===== src/rtl/cache_pkg.sv =====
// Shared types and defaults for the CPU-side cache request master.
package cache_pkg;

    localparam int DEFAULT_ADDR_WIDTH = 32;
    localparam int DEFAULT_DATA_WIDTH = 32;

    // CPU request opcodes as carried on the command stream.
    typedef enum logic [1:0] {
        OP_READ  = 2'b00,
        OP_WRITE = 2'b01,
        OP_FLUSH = 2'b10,
        OP_RSVD  = 2'b11
    } cpu_op_e;

    // One response FIFO entry at the default data width.
    typedef struct packed {
        cpu_op_e                       op;
        logic [DEFAULT_DATA_WIDTH-1:0] rdata;
        logic                          error;
    } rsp_t;

endpackage


===== src/rtl/sync_fifo.sv =====
// Single-clock first-word-fall-through FIFO; the head entry is always
// visible on rdata_o while empty_o is low. DEPTH must be a power of 2.
module sync_fifo #(
    parameter  int WIDTH = 8,
    parameter  int DEPTH = 4,
    localparam int PTR_W = (DEPTH > 1) ? $clog2(DEPTH) : 1,
    localparam int CNT_W = $clog2(DEPTH + 1)
) (
    input  logic             clk,
    input  logic             rst,
    input  logic             push_i,
    input  logic [WIDTH-1:0] wdata_i,
    input  logic             pop_i,
    output logic [WIDTH-1:0] rdata_o,
    output logic             full_o,
    output logic             empty_o,
    output logic [CNT_W-1:0] count_o
);

    logic [WIDTH-1:0] mem_q [DEPTH];
    logic [PTR_W-1:0] wr_ptr_q;
    logic [PTR_W-1:0] rd_ptr_q;
    logic [CNT_W-1:0] count_q;

    logic do_push;
    logic do_pop;

    assign do_push = push_i && !full_o;
    assign do_pop  = pop_i && !empty_o;

    // Storage write port.
    // NOTE: the data array has no reset; the pointers and count alone decide
    // which entries are valid, so clearing storage would only cost flops.
    always_ff @(posedge clk) begin
        if (do_push) begin
            mem_q[wr_ptr_q] <= wdata_i;
        end
    end

    // Pointer and occupancy tracking; pointers wrap naturally at DEPTH.
    // NOTE: sequential state uses non-blocking assignments so every register
    // samples pre-edge values regardless of statement order.
    always_ff @(posedge clk) begin
        if (rst) begin
            wr_ptr_q <= '0;
            rd_ptr_q <= '0;
            count_q  <= '0;
        end else begin
            if (do_push) wr_ptr_q <= wr_ptr_q + PTR_W'(1);
            if (do_pop)  rd_ptr_q <= rd_ptr_q + PTR_W'(1);
            case ({do_push, do_pop})
                2'b10:   count_q <= count_q + CNT_W'(1);
                2'b01:   count_q <= count_q - CNT_W'(1);
                default: count_q <= count_q;
            endcase
        end
    end

    assign rdata_o = mem_q[rd_ptr_q];
    assign full_o  = (count_q == CNT_W'(DEPTH));
    assign empty_o = (count_q == '0);
    assign count_o = count_q;

endmodule


===== src/rtl/cache_req_master.sv =====
// CPU-side initiator for the cache controller: takes commands on a
// valid/ready stream, runs one request at a time on the CPU bus, and
// returns a completion (or timeout/reserved error) through a response FIFO.
module cache_req_master
    import cache_pkg::*;
#(
    parameter int ADDR_WIDTH     = DEFAULT_ADDR_WIDTH,
    parameter int DATA_WIDTH     = DEFAULT_DATA_WIDTH,
    parameter int RSP_DEPTH      = 4,
    parameter int TIMEOUT_CYCLES = 64
) (
    input  logic                  clk,
    input  logic                  rst,
    input  logic                  cmd_valid,
    output logic                  cmd_ready,
    input  logic [1:0]            cmd_op,
    input  logic [ADDR_WIDTH-1:0] cmd_addr,
    input  logic [DATA_WIDTH-1:0] cmd_wdata,
    output logic                  rsp_valid,
    input  logic                  rsp_ready,
    output logic [1:0]            rsp_op,
    output logic [DATA_WIDTH-1:0] rsp_rdata,
    output logic                  rsp_error,
    output logic [ADDR_WIDTH-1:0] cpu_address,
    output logic                  cpu_read_enable,
    output logic                  cpu_write_enable,
    output logic [DATA_WIDTH-1:0] cpu_write_data,
    output logic                  flush_request,
    input  logic [DATA_WIDTH-1:0] cpu_read_data,
    input  logic                  cpu_ready,
    output logic                  busy
);

    localparam int CNT_W = (TIMEOUT_CYCLES > 1) ? $clog2(TIMEOUT_CYCLES) : 1;
    localparam logic [CNT_W-1:0] CNT_LAST = CNT_W'(TIMEOUT_CYCLES - 1);
    localparam int FCNT_W = $clog2(RSP_DEPTH + 1);

    typedef enum logic {
        ST_IDLE = 1'b0,
        ST_REQ  = 1'b1
    } state_e;

    // Same layout as cache_pkg::rsp_t, sized by this instance's DATA_WIDTH.
    typedef struct packed {
        cpu_op_e               op;
        logic [DATA_WIDTH-1:0] rdata;
        logic                  error;
    } rsp_entry_t;

    state_e                state_q, state_d;
    cpu_op_e               op_q, op_d;
    logic [ADDR_WIDTH-1:0] addr_q, addr_d;
    logic [DATA_WIDTH-1:0] wdata_q, wdata_d;
    logic [CNT_W-1:0]      cnt_q, cnt_d;

    logic                  rsp_push;
    rsp_entry_t            rsp_in;
    rsp_entry_t            rsp_head;
    logic                  rsp_full;
    logic                  rsp_empty;
    logic [FCNT_W-1:0]     rsp_count;

    // Request state register: FSM state, latched command and timeout counter.
    always_ff @(posedge clk) begin
        if (rst) begin
            state_q <= ST_IDLE;
            op_q    <= OP_READ;
            addr_q  <= '0;
            wdata_q <= '0;
            cnt_q   <= '0;
        end else begin
            state_q <= state_d;
            op_q    <= op_d;
            addr_q  <= addr_d;
            wdata_q <= wdata_d;
            cnt_q   <= cnt_d;
        end
    end

    assign cmd_ready = (state_q == ST_IDLE) && !rsp_full;

    // Next-state, command capture and response generation.
    // NOTE: every variable gets a default at the top so no path leaves one
    // unassigned, which would otherwise infer a latch.
    always_comb begin
        state_d  = state_q;
        op_d     = op_q;
        addr_d   = addr_q;
        wdata_d  = wdata_q;
        cnt_d    = cnt_q;
        rsp_push = 1'b0;
        rsp_in   = '{op: OP_READ, rdata: '0, error: 1'b0};

        case (state_q)
            ST_IDLE: begin
                if (cmd_valid && cmd_ready) begin
                    if (cpu_op_e'(cmd_op) == OP_RSVD) begin
                        rsp_push = 1'b1;
                        rsp_in   = '{op: OP_RSVD, rdata: '0, error: 1'b1};
                    end else begin
                        op_d    = cpu_op_e'(cmd_op);
                        addr_d  = cmd_addr;
                        wdata_d = cmd_wdata;
                        cnt_d   = '0;
                        state_d = ST_REQ;
                    end
                end
            end
            ST_REQ: begin
                cnt_d = cnt_q + CNT_W'(1);
                if (cpu_ready) begin
                    // Completion beats a coincident timeout.
                    rsp_push = 1'b1;
                    rsp_in   = '{op: op_q,
                                 rdata: (op_q == OP_READ) ? cpu_read_data : '0,
                                 error: 1'b0};
                    state_d  = ST_IDLE;
                end else if (cnt_q == CNT_LAST) begin
                    rsp_push = 1'b1;
                    rsp_in   = '{op: op_q, rdata: '0, error: 1'b1};
                    state_d  = ST_IDLE;
                end
            end
            default: state_d = ST_IDLE;
        endcase
    end

    sync_fifo #(
        .WIDTH ($bits(rsp_entry_t)),
        .DEPTH (RSP_DEPTH)
    ) u_rsp_fifo (
        .clk     (clk),
        .rst     (rst),
        .push_i  (rsp_push),
        .wdata_i (rsp_in),
        .pop_i   (rsp_ready),
        .rdata_o (rsp_head),
        .full_o  (rsp_full),
        .empty_o (rsp_empty),
        .count_o (rsp_count)
    );

    // Commands are only accepted with room in the FIFO, so it never overflows.
    assert property (@(posedge clk) disable iff (rst) rsp_count <= FCNT_W'(RSP_DEPTH));

    assign rsp_valid = !rsp_empty;
    assign rsp_op    = rsp_head.op;
    assign rsp_rdata = rsp_head.rdata;
    assign rsp_error = rsp_head.error;

    // Bus outputs come straight from state so the enable drops the cycle
    // after completion or reset.
    assign busy             = (state_q == ST_REQ);
    assign cpu_read_enable  = busy && (op_q == OP_READ);
    assign cpu_write_enable = busy && (op_q == OP_WRITE);
    assign flush_request    = busy && (op_q == OP_FLUSH);
    assign cpu_address      = addr_q;
    assign cpu_write_data   = wdata_q;

endmodule


===== config.mk =====
export PLATFORM = sky130hd
export DESIGN_NAME = cache_req_master
export DESIGN_NICKNAME = d
export VERILOG_FILES = /design/src/rtl/cache_pkg.sv /design/src/rtl/sync_fifo.sv /design/src/rtl/cache_req_master.sv
export SDC_FILE = /design/constraint.sdc
export NUM_CORES = 1
export LEC_CHECK = 0
export ABC_AREA = 0
export CAP_MARGIN = 20
export CORE_AREA = 5 5 172 174
export CTS_CLUSTER_DIAMETER = 80
export DETAILED_ROUTE_END_ITERATION = 10
export DIE_AREA = 0 0 177 179
export PLACE_DENSITY = 0.55
export SETUP_SLACK_MARGIN = 0.02
export SYNTH_ARGS = -nofsm -noshare
export SYNTH_HDL_FRONTEND = slang
export SYNTH_SLANG_ARGS = --single-unit

===== constraint.sdc =====
create_clock -name clk -period 3.4 [get_ports clk]
set_input_delay 0.51 -clock clk [delete_from_list [all_inputs] [get_ports clk]]
set_output_delay 0.51 -clock clk [all_outputs]
set_load 0.005 [all_outputs]

==> metrics.md, run 1 <==
| Metric | Value |
|---|---|
| Sequential share of power | `42.8%` |
| Fin crit period | `2.76 ns` |
| Setup TNS | `0 ns` |
| Syn Inst Count | `615` |
| DIE HEIGHT | `179 µm` |
| Final Skew | `0.0172 ns` |
| GP Congestion | `0.702` |
| Area leader, netlist | `edfxtp_1` |
| Top FF cell, synth | `edfxtp_1` |
| Placed inst area | `11300 µm²` |
| Max transition margin | `51.7%` |
| Routed wire length per instance | `17.2 µm` |
| Synth top area cells | `edfxtp_1 48%, dfxtp_1 19%, mux4_2 9.0%` |
| CTS tree | `yes` |
| Simple-gate portion of the synthesized area | `12.5%` |
| Global-route wire length before repair | `32.7 mm` |
| Storage cell area | `5850 µm²` |
| RSZ-0062 raised after global routing | `no` |
| Initial DRC count | `282` |
| Post-synthesis cell area | `8760 µm²` |
| Element type at the critical path start | `register` |
| Final Hold Vio Count | `0` |
| Slew at the pin closest to its max-slew limit | `0.724 ns` |
| Post-Synth XOR/XNOR Area | `0.400%` |
| Sw power | `1.83 mW` |
| Post_cts resized | `0` |
| Initial Utilization | `31.7%` |
| Initial antenna violation count | `0` |
| CTS sink count | `222` |
| Vias in the first global route | `5829` |
| Pint | `5.64 mW` |
| Total GRT Usage | `13.0%` |
| Final setup fails | `0` |
| Largest net degree at the start of global routing | `65` |
| # H-tree levels | `1` |
| Postcts setup bufs | `0` |
| FFs w/ async S/R, synth | `0%` |
| Clock tree buffer depth | `3` |
| Maximum Capacitance Violations | `0` |
| Worst Path Required | `2.89 ns` |
| DP HPWL | `13.8 mm` |
| Multi-input gate area | `2650 µm²` |
| Clock power share | `37.5%` |
| Cell row count | `61` |
| Core Box Area | `27600 µm²` |
| Crit share post-route | `81.2%` |
| Filler Cell Count | `2545` |
| WL final | `21.1 mm` |
| Post-CTS Hold Fix Bufs | `0` |
| Unique masters post-synth | `46` |
| Top cell type's share of synthesized area | `48.0%` |
| Via count | `5560` |
| Clock-pin transition on the worst setup and hold timing paths | `0.06 ns` |
| Pwr dens | `613 nW/µm²` |
| Antenna Cells | `0` |
| Synth Area in Compound Gates | `6.71%` |
| IO buf count | `207` |
| Utilization after layout | `44.0%` |
| Initial DRT Pass Iterations | `4` |
| Design Area, Final | `12200 µm²` |
| Routed Antenna Nets | `0` |
| Max Slew Vio Count | `0` |
| Commonest cells after routing, fill and taps aside | `206 x clkdlybuf4s50_1, 140 x edfxtp_1, 87 x nand2_1, 80 x dfxtp_1, 50 x nand2_2` |
| Max Clk Rate | `362 MHz` |
| Leakage power | `4.09 nW` |
| Syn Nets | `725` |
| Outcome | `complete, no violations` |
| Mean post-synth cell area | `14.2 µm²` |
| Mux contribution to synthesized area | `9.40%` |
| EDFF count, synth | `140` |
| IR drop worst, VDD | `0.000337 V` |
| Adder-cell area share of the yosys netlist | `1.09%` |
| Congestion Overflow GR | `0` |
| Combinational power share | `19.6%` |
| Type of the most critical hold path | `register to register` |
| Clock root buffer | `clkbuf_16` |
| CP Capture Type | `primary output` |
| Num CTS Buffers | `25` |
| Vias/cell | `4.54` |
| DRC | `0` |
| #FFs+latches synth | `222` |
| Clk_lat worst skew | `0.52 ns` |
| Layout area overhead | `38.9%` |
| I/O Pins | `208` |
| CP Max Fanout | `18` |
| DIE WIDTH | `177 µm` |
| Sequential-to-total area share from yosys stat | `66.7%` |
| Crit path kind | `register to primary output` |
| Die Footprint | `31700 µm²` |
| Fin nets | `937` |
| WP data arrival | `2.25 ns` |
| Largest family of logic cells by synthesized area | `simple AND/OR/NAND/NOR gates` |
| Most common cell after layout, fill and taps aside | `clkdlybuf4s50_1` |
| Share of layout cells above drive strength 1 | `22.6%` |
| Yosys warns | `0` |
| Switching share of power | `24.5%` |
==> through the flow <==
stage                     std cells  worst slack, ns  hold WS, ns  power, mW
after detailed placement       1178            0.509        0.448       4.75
after global routing           1224            0.486        0.475       7.84
after global placement         1178            0.513        0.440       4.75
final                          1224            0.638        0.453       7.46
after CTS                      1224            0.554        0.457       7.60
after floorplan                 615            0.877        0.453       3.99
==> flip-flops by register name, summed over array words and instances (netlist names), named ones only <==
name and flops:
u_rsp_fifo.count_o 3, cnt_q 6, busy 1, cpu_address 32
u_rsp_fifo.mem_q 140, u_rsp_fifo.wr_ptr_q 2, op_q 2, u_rsp_fifo.rd_ptr_q 2
cpu_write_data 32
==> cell type report <==
| type | instances | share of cell area (%) |
|---|---|---|
| repair buffers | 224 | 19.0 |
| well taps | 378 | 3.89 |
| clock inverters | 18 | 1.87 |
| multi-input cells | 347 | 21.8 |
| inverters | 7 | 0.216 |
| flip-flops and latches | 222 | 48.1 |
| clock buffers | 28 | 5.23 |
==> logic make-up (layout without fill, tap and decap cells) <==
family | count (synthesis) | count (layout)
buffers and inverters | 46 | 277
and+or+nand+nor | 214 | 214
xor gates and xnor gates | 4 | 4
muxes | 38 | 38
DFF | 222 | 222
adders and majority gates | 7 | 7
AOI/OAI and AO/OA | 84 | 84
==> layer usage <==
metal  track usage (%)  routed length, µm
met1              16.5               9120
met2              20.5               9220
met3              5.61               2350
met4              3.09                363
met5                 0                  0
==> worst paths after layout <==
path | depth (start not counted) | startpoint | slack [ns] | endpoint
setup / recovery | 3 | register | 0.64 | rsp_rdata[24]
hold / removal | 2 | cpu_address[30]$_SDFFE_PP0P_ | 0.45 | cpu_address[30]$_SDFFE_PP0P_
setup reg to reg | 9 | u_rsp_fifo.count_o[2]$_SDFFE_PP0P_ | 0.96 | u_rsp_fifo.count_o[2]$_SDFFE_PP0P_
hold reg to reg | 2 | cpu_address[30]$_SDFFE_PP0P_ | 0.45 | cpu_address[30]$_SDFFE_PP0P_
==> critical path, cell delays in order (launching register included) <==
cell and delay (ns):
dfxtp_2 0.68, buf_12 0.25, mux4_2 0.32, clkdlybuf4s50_1 0.49
==> cell usage after synthesis (2+ instances only) <==
cell type,instances
a21oi_1,39
a21oi_2,31
a311oi_2,2
a31oi_1,4
and2_1,2
and2_2,2
and3_1,33
buf_2,7
buf_6,7
buf_8,2
clkbuf_1,20
dfxtp_1,82
edfxtp_1,140
ha_1,6
inv_1,6
mux2i_1,2
mux4_2,35
nand2_1,87
nand2_2,50
nand2b_1,4
nand3_1,5
nor2_1,16
nor3_1,3
nor4b_1,2
o21ai_0,4
or3_1,2
xor2_1,3
==> power groups by stage <==
stage / Clock (mW) / Sequential [mW] / Combinational, mW
floorplan: 0 / 3.22 / 0.762
global route: 3.02 / 3.22 / 1.60
global placement: 0 / 3.25 / 1.50
CTS: 2.90 / 3.20 / 1.50
detailed placement: 0 / 3.26 / 1.50
finish: 2.80 / 3.20 / 1.46
(Power assumes the default switching activity.)
==> run 2: changes to the inputs <==
==> constraint.sdc (replaced) <==
create_clock -name clk -period 2.65 [get_ports clk]
set_input_delay 0.3975 -clock clk [delete_from_list [all_inputs] [get_ports clk]]
set_output_delay 0.3975 -clock clk [all_outputs]
set_load 0.005 [all_outputs]
==> run 2 against run 1 <==
Worst hold slack worse by 0.086 ns. Combinational power is 38% higher. Clock skew is 0.0029 ns lower. Flip-flop and latch count stayed put. Design area is 0.79% higher. Clock power is 13% higher. Critical path depth stayed put. Critical endpoint is now rsp_rdata[6]. Largest cell class unchanged. Largest power group unchanged.
==> metrics.md, run 2 (synthesized netlist as in run 1, its figures left out) <==
| Metric | Value |
|---|---|
| Layout area overhead | `40.0%` |
| Max Clk Rate | `391 MHz` |
| Vias/cell | `4.52` |
| Largest net degree at the start of global routing | `68` |
| RSZ-0062 raised after global routing | `yes` |
| Crit share post-route | `96.6%` |
| Crit Reg-Reg Endpoint | `u_rsp_fifo.count_o[2]$_SDFFE_PP0P_` |
| Fin nets | `953` |
| Initial antenna violation count | `0` |
| Die Footprint | `31700 µm²` |
| Storage cell area | `5850 µm²` |
| Fin crit period | `2.56 ns` |
| Core Box Area | `27600 µm²` |
| CTS sink count | `222` |
| Num CTS Buffers | `24` |
| Max transition margin | `60.9%` |
| I/O Pins | `208` |
| DIE WIDTH | `177 µm` |
| Hold Crit Depth | `2` |
| Clock root buffer | `clkbuf_16` |
| DRC | `0` |
| CTS tree | `yes` |
| GP Congestion | `0.725` |
| Initial DRT Pass Iterations | `4` |
| Most common cell after layout, fill and taps aside | `clkdlybuf4s50_1` |
| # H-tree levels | `1` |
| Max Slew Vio Count | `0` |
| Post-CTS Hold Fix Bufs | `0` |
| Clk_lat worst skew | `0.51 ns` |
| Fin cells | `1239` |
| Tot Pwr | `9.28 mW` |
| Final Skew | `0.0143 ns` |
| RR Startpoint | `cnt_q[0]$_SDFFE_PP0P_` |
| Element type at the critical path start | `register` |
| Final setup fails | `0` |
| Cell row count | `61` |
| Via count | `5598` |
| CP Capture Type | `primary output` |
| R2R depth | `11` |
| Worst Path Required | `2.25 ns` |
| Outcome | `complete, no violations` |
| Top reg by flops | `u_rsp_fifo.mem_q` |
| IR drop worst, VDD | `0.000376 V` |
| Final Hold Vio Count | `0` |
| Multi-input gate area | `2660 µm²` |
| Hold path endpoint | `cpu_address[6]$_SDFFE_PP0P_` |
| Routed wire length per instance | `17.7 µm` |
| Total GRT Usage | `13.3%` |
| CP Max Fanout | `9` |
| WP data arrival | `2.16 ns` |
| Cells after DPL | `1185` |
| Max FFs per register | `140` |
| Slew at the pin closest to its max-slew limit | `0.585 ns` |
| Commonest cells after routing, fill and taps aside | `200 x clkdlybuf4s50_1, 140 x edfxtp_1, 87 x nand2_1, 80 x dfxtp_1, 50 x nand2_2` |
| Filler Cell Count | `2591` |
| Routed Antenna Nets | `0` |
| Vias in the first global route | `5880` |
| Type of the most critical hold path | `primary input to register` |
| Hold wc startpoint | `rst` |
| DIE HEIGHT | `179 µm` |
| Initial Utilization | `31.7%` |
| Congestion Overflow GR | `0` |
| Global-route wire length before repair | `33.2 mm` |
| Antenna Cells | `0` |
| Leakage power | `4.21 nW` |
| IO buf count | `207` |
| FF-to-FF setup slack | `0.25 ns` |
| Crit path kind | `register to primary output` |
| Share of layout cells above drive strength 1 | `23.3%` |
| Clock tree buffer depth | `3` |
| DP HPWL | `14.1 mm` |
| WL final | `21.9 mm` |
| Clock-pin transition on the worst setup and hold timing paths | `0.06 ns` |
| Initial DRC count | `320` |
| Maximum Capacitance Violations | `0` |
| Pwr dens | `757 nW/µm²` |
run 2: cell count changes in the layout (fill, tap and decap cells not counted), moves of 4 or more:
cell / delta
buf_4: +13
bufinv_16: -4
clkbuf_1: +5
clkdlybuf4s50_1: -6
clkinvlp_4: -4
dlymetal6s2s_1: +6
run 2: cell type report:
| cell class | instances | share of cell area (%) |
|---|---|---|
| clock buffer | 36 | 5.63 |
| tap | 378 | 3.86 |
| sequential | 222 | 47.7 |
| inverter | 7 | 0.214 |
| multi-input combinational | 347 | 21.6 |
| timing repair buffer | 241 | 20.5 |
| clock inverter | 8 | 0.490 |
run 2: stage by stage:
stage / worst slack (ns) / instance area [µm²] / utilization [%] / hold slack, ns / TNS (ns)
after global placement: -0.0624 / 11400 / 41.1 / 0.441 / -0.0624
after CTS: 0.00307 / 12100 / 44.0 / 0.350 / 0
after global routing: 0.00137 / 12300 / 44.4 / 0.371 / 0
after detailed placement: -0.0789 / 11400 / 41.1 / 0.447 / -0.0789
final: 0.0912 / 12300 / 44.4 / 0.367 / 0
after floorplan: 0.127 / 8760 / - / 0.453 / 0
run 2: worst max-delay path: stages (launching register included):
cell,delay (ns)
dfxtp_4,0.46
buf_12,0.18
mux4_2,0.52
clkdlybuf4s50_1,0.48
run 2: repair_timing:
action,4_1_cts,5_1_grt
gates resized for setup,3,7
cloned,1,2
setup endpoints to repair,34,22
buffers inserted,0,7
run 2: layer usage:
metal | wire [µm] | GRT usage, %
met5 | 0 | 0
met4 | 270 | 2.42
met1 | 9480 | 17.4
met3 | 2550 | 5.78
met2 | 9650 | 20.9
run 2: power breakdown:
group          switching, mW  leakage (nW)  internal [mW]
Clock                   1.28         0.369           1.89
Combinational          0.875          1.92           1.14
Sequential             0.141          1.92           3.96
Total                   2.30          4.21           6.98
run 2: worst max-delay path by stage:
stage,start,endpoint,slack (ns),depth (start not counted)
floorplan,cnt_q[0]$_SDFFE_PP0P_,u_rsp_fifo.mem_q[1][0]$_DFFE_PP_,0.13,5
global placement,cpu_ready,u_rsp_fifo.count_o[2]$_SDFFE_PP0P_,-0.06,11
detailed placement,cpu_ready,u_rsp_fifo.count_o[2]$_SDFFE_PP0P_,-0.08,11
CTS,register,rsp_error,0.003,3
global route,register,rsp_rdata[8],0.001,3
finish,register,rsp_rdata[6],0.09,3
==> run 3: changes to the inputs <==
--- a/config.mk
+++ b/config.mk
@@ -13,6 +13,7 @@
 export DIE_AREA = 0 0 177 179
 export PLACE_DENSITY = 0.55
 export SETUP_SLACK_MARGIN = 0.02
+export SKIP_CTS_REPAIR_TIMING = 1
 export SYNTH_ARGS = -nofsm -noshare
 export SYNTH_HDL_FRONTEND = slang
 export SYNTH_SLANG_ARGS = --single-unit
==> run 3 against run 2 <==
Sequential share of layout area grew 0.25 points. First-iteration DRC count grew 1.6%. Count of clock-buffer cells in the layout is the same. Largest cell class unchanged. Global-route usage shrank 0.087 points. Largest power group unchanged.
==> metrics.md, run 3 (synthesized netlist as in run 1, its figures left out) <==
| Metric | Value |
|---|---|
| Filler Cell Count | `2601` |
| Crit Reg-Reg Endpoint | `u_rsp_fifo.count_o[2]$_SDFFE_PP0P_` |
| Setup TNS | `0 ns` |
| # H-tree levels | `1` |
| Type of the most critical hold path | `primary input to register` |
| Global-route wire length before repair | `33.0 mm` |
| Cells after DPL | `1185` |
| Top reg by flops | `u_rsp_fifo.mem_q` |
| CTS tree | `yes` |
| Core Box Area | `27600 µm²` |
| FF-to-FF setup slack | `0.26 ns` |
| Via count | `5599` |
| IR drop worst, VDD | `0.000376 V` |
| CTS sink count | `222` |
| Leakage power | `4.14 nW` |
| WL final | `21.9 mm` |
| Commonest cells after routing, fill and taps aside | `204 x clkdlybuf4s50_1, 140 x edfxtp_1, 87 x nand2_1, 80 x dfxtp_1, 50 x nand2_2` |
| Most common cell after layout, fill and taps aside | `clkdlybuf4s50_1` |
| Largest net degree at the start of global routing | `68` |
| RSZ-0062 raised after global routing | `yes` |
| GP Congestion | `0.725` |
| DIE WIDTH | `177 µm` |
| Placed inst area | `11400 µm²` |
| Cell row count | `61` |
| Clk_lat worst skew | `0.51 ns` |
| Num CTS Buffers | `24` |
| Vias in the first global route | `5882` |
| CP Capture Type | `primary output` |
| DIE HEIGHT | `179 µm` |
| Final Skew | `0.0145 ns` |
| Slew at the pin closest to its max-slew limit | `0.576 ns` |
| Element type at the critical path start | `register` |
| Fin Hold WS | `0.369 ns` |
| Die Footprint | `31700 µm²` |
| RR Startpoint | `cnt_q[0]$_SDFFE_PP0P_` |
| Clock-pin transition on the worst setup and hold timing paths | `0.06 ns` |
| Clock root buffer | `clkbuf_16` |
| Share of layout cells above drive strength 1 | `22.9%` |
| Multi-input gate area | `2660 µm²` |
| DRC | `0` |
| Fin nets | `948` |
| Max Slew Vio Count | `0` |
| CP Max Fanout | `8` |
| Initial antenna violation count | `0` |
| Initial DRT Pass Iterations | `4` |
| Routed Antenna Nets | `0` |
| Clock tree buffer depth | `3` |
| Routed wire length per instance | `17.7 µm` |
| DP HPWL | `14.1 mm` |
| Vias/cell | `4.54` |
| Maximum Capacitance Violations | `0` |
| Tot Pwr | `9.25 mW` |
| Layout area overhead | `39.3%` |
| Outcome | `complete, no violations` |
| Storage cell area | `5850 µm²` |
| Initial Utilization | `31.7%` |
| Congestion Overflow GR | `0` |
| CP Capture Point | `rsp_rdata[22]` |
| Max transition margin | `61.5%` |
| Pwr dens | `758 nW/µm²` |
| R2R depth | `11` |
| IO buf count | `207` |
| Worst Path Required | `2.25 ns` |
| Crit share post-route | `96.7%` |
| Fin crit period | `2.56 ns` |
| I/O Pins | `208` |
| WP data arrival | `2.17 ns` |
| Final Hold Vio Count | `0` |
| Max Clk Rate | `390 MHz` |
| Design Area, Final | `12200 µm²` |
| Fin cells | `1234` |
| Crit path kind | `register to primary output` |
| Antenna Cells | `0` |
| Total GRT Usage | `13.2%` |
| Initial DRC count | `325` |
| Max FFs per register | `140` |
| Hold Crit Depth | `2` |
| Final setup fails | `0` |
-- run 3: cell types whose count changed in the layout (fill, tap and decap cells not counted) --
| cell | change |
|---|---|
| dlymetal6s2s_1 | -4 |
| clkdlybuf4s50_1 | +4 |
| buf_6 | +1 |
| buf_4 | -5 |
| buf_16 | -1 |
-- run 3: final cells by class --
type | instances | share of cell area (%)
clock inverter | 8 | 0.492
clock buffer | 36 | 5.66
tap | 378 | 3.88
timing repair buffer | 236 | 20.1
multi-input combinational | 347 | 21.8
inverter | 7 | 0.215
sequential | 222 | 47.9
-- run 3: worst max-delay path: stages (launching register included) --
cell and delay [ns]:
dfxtp_4 0.44, clkbuf_16 0.21, mux4_2 0.49, clkdlybuf4s50_1 0.51
-- run 3: report_power, final --
| group | switching (mW) | internal [mW] | total, mW |
|---|---|---|---|
| Combinational | 0.870 | 1.11 | 1.98 |
| Clock | 1.28 | 1.89 | 3.17 |
| Sequential | 0.139 | 3.96 | 4.10 |
| Total | 2.29 | 6.96 | 9.25 |
-- run 3: worst min path at each step --
stage,slack [ns],start,end
after floorplan,0.45,cpu_address[18]$_SDFFE_PP0P_,cpu_address[18]$_SDFFE_PP0P_
after detailed placement,0.45,cpu_address[31]$_SDFFE_PP0P_,cpu_address[31]$_SDFFE_PP0P_
after global routing,0.37,rst,cpu_address[9]$_SDFFE_PP0P_
after CTS,0.35,rst,busy$_SDFF_PP0_
final,0.37,rst,cpu_address[6]$_SDFFE_PP0P_
after global placement,0.44,cpu_write_data[2]$_SDFFE_PP0P_,cpu_write_data[2]$_SDFFE_PP0P_
-- run 3: per-stage QoR --
stage / util [%] / setup WS [ns]
4_1_cts: 43.8 / -0.0846
5_1_grt: 44.2 / 0.0142
2_1_floorplan: - / 0.127
6_report: 44.2 / 0.0870
3_5_place_dp: 41.1 / -0.0789
3_3_place_gp: 41.1 / -0.0624
-- run 3: routing by layer --
| layer | global-route usage [%] | routed length (µm) | up-vias |
|---|---|---|---|
| met1 | 17.3 | 9530 | 2693 |
| li1 | - | - | 2675 |
| met4 | 2.42 | 257 | 0 |
| met3 | 5.78 | 2550 | 22 |
| met5 | 0 | 0 | - |
| met2 | 20.8 | 9540 | 209 |
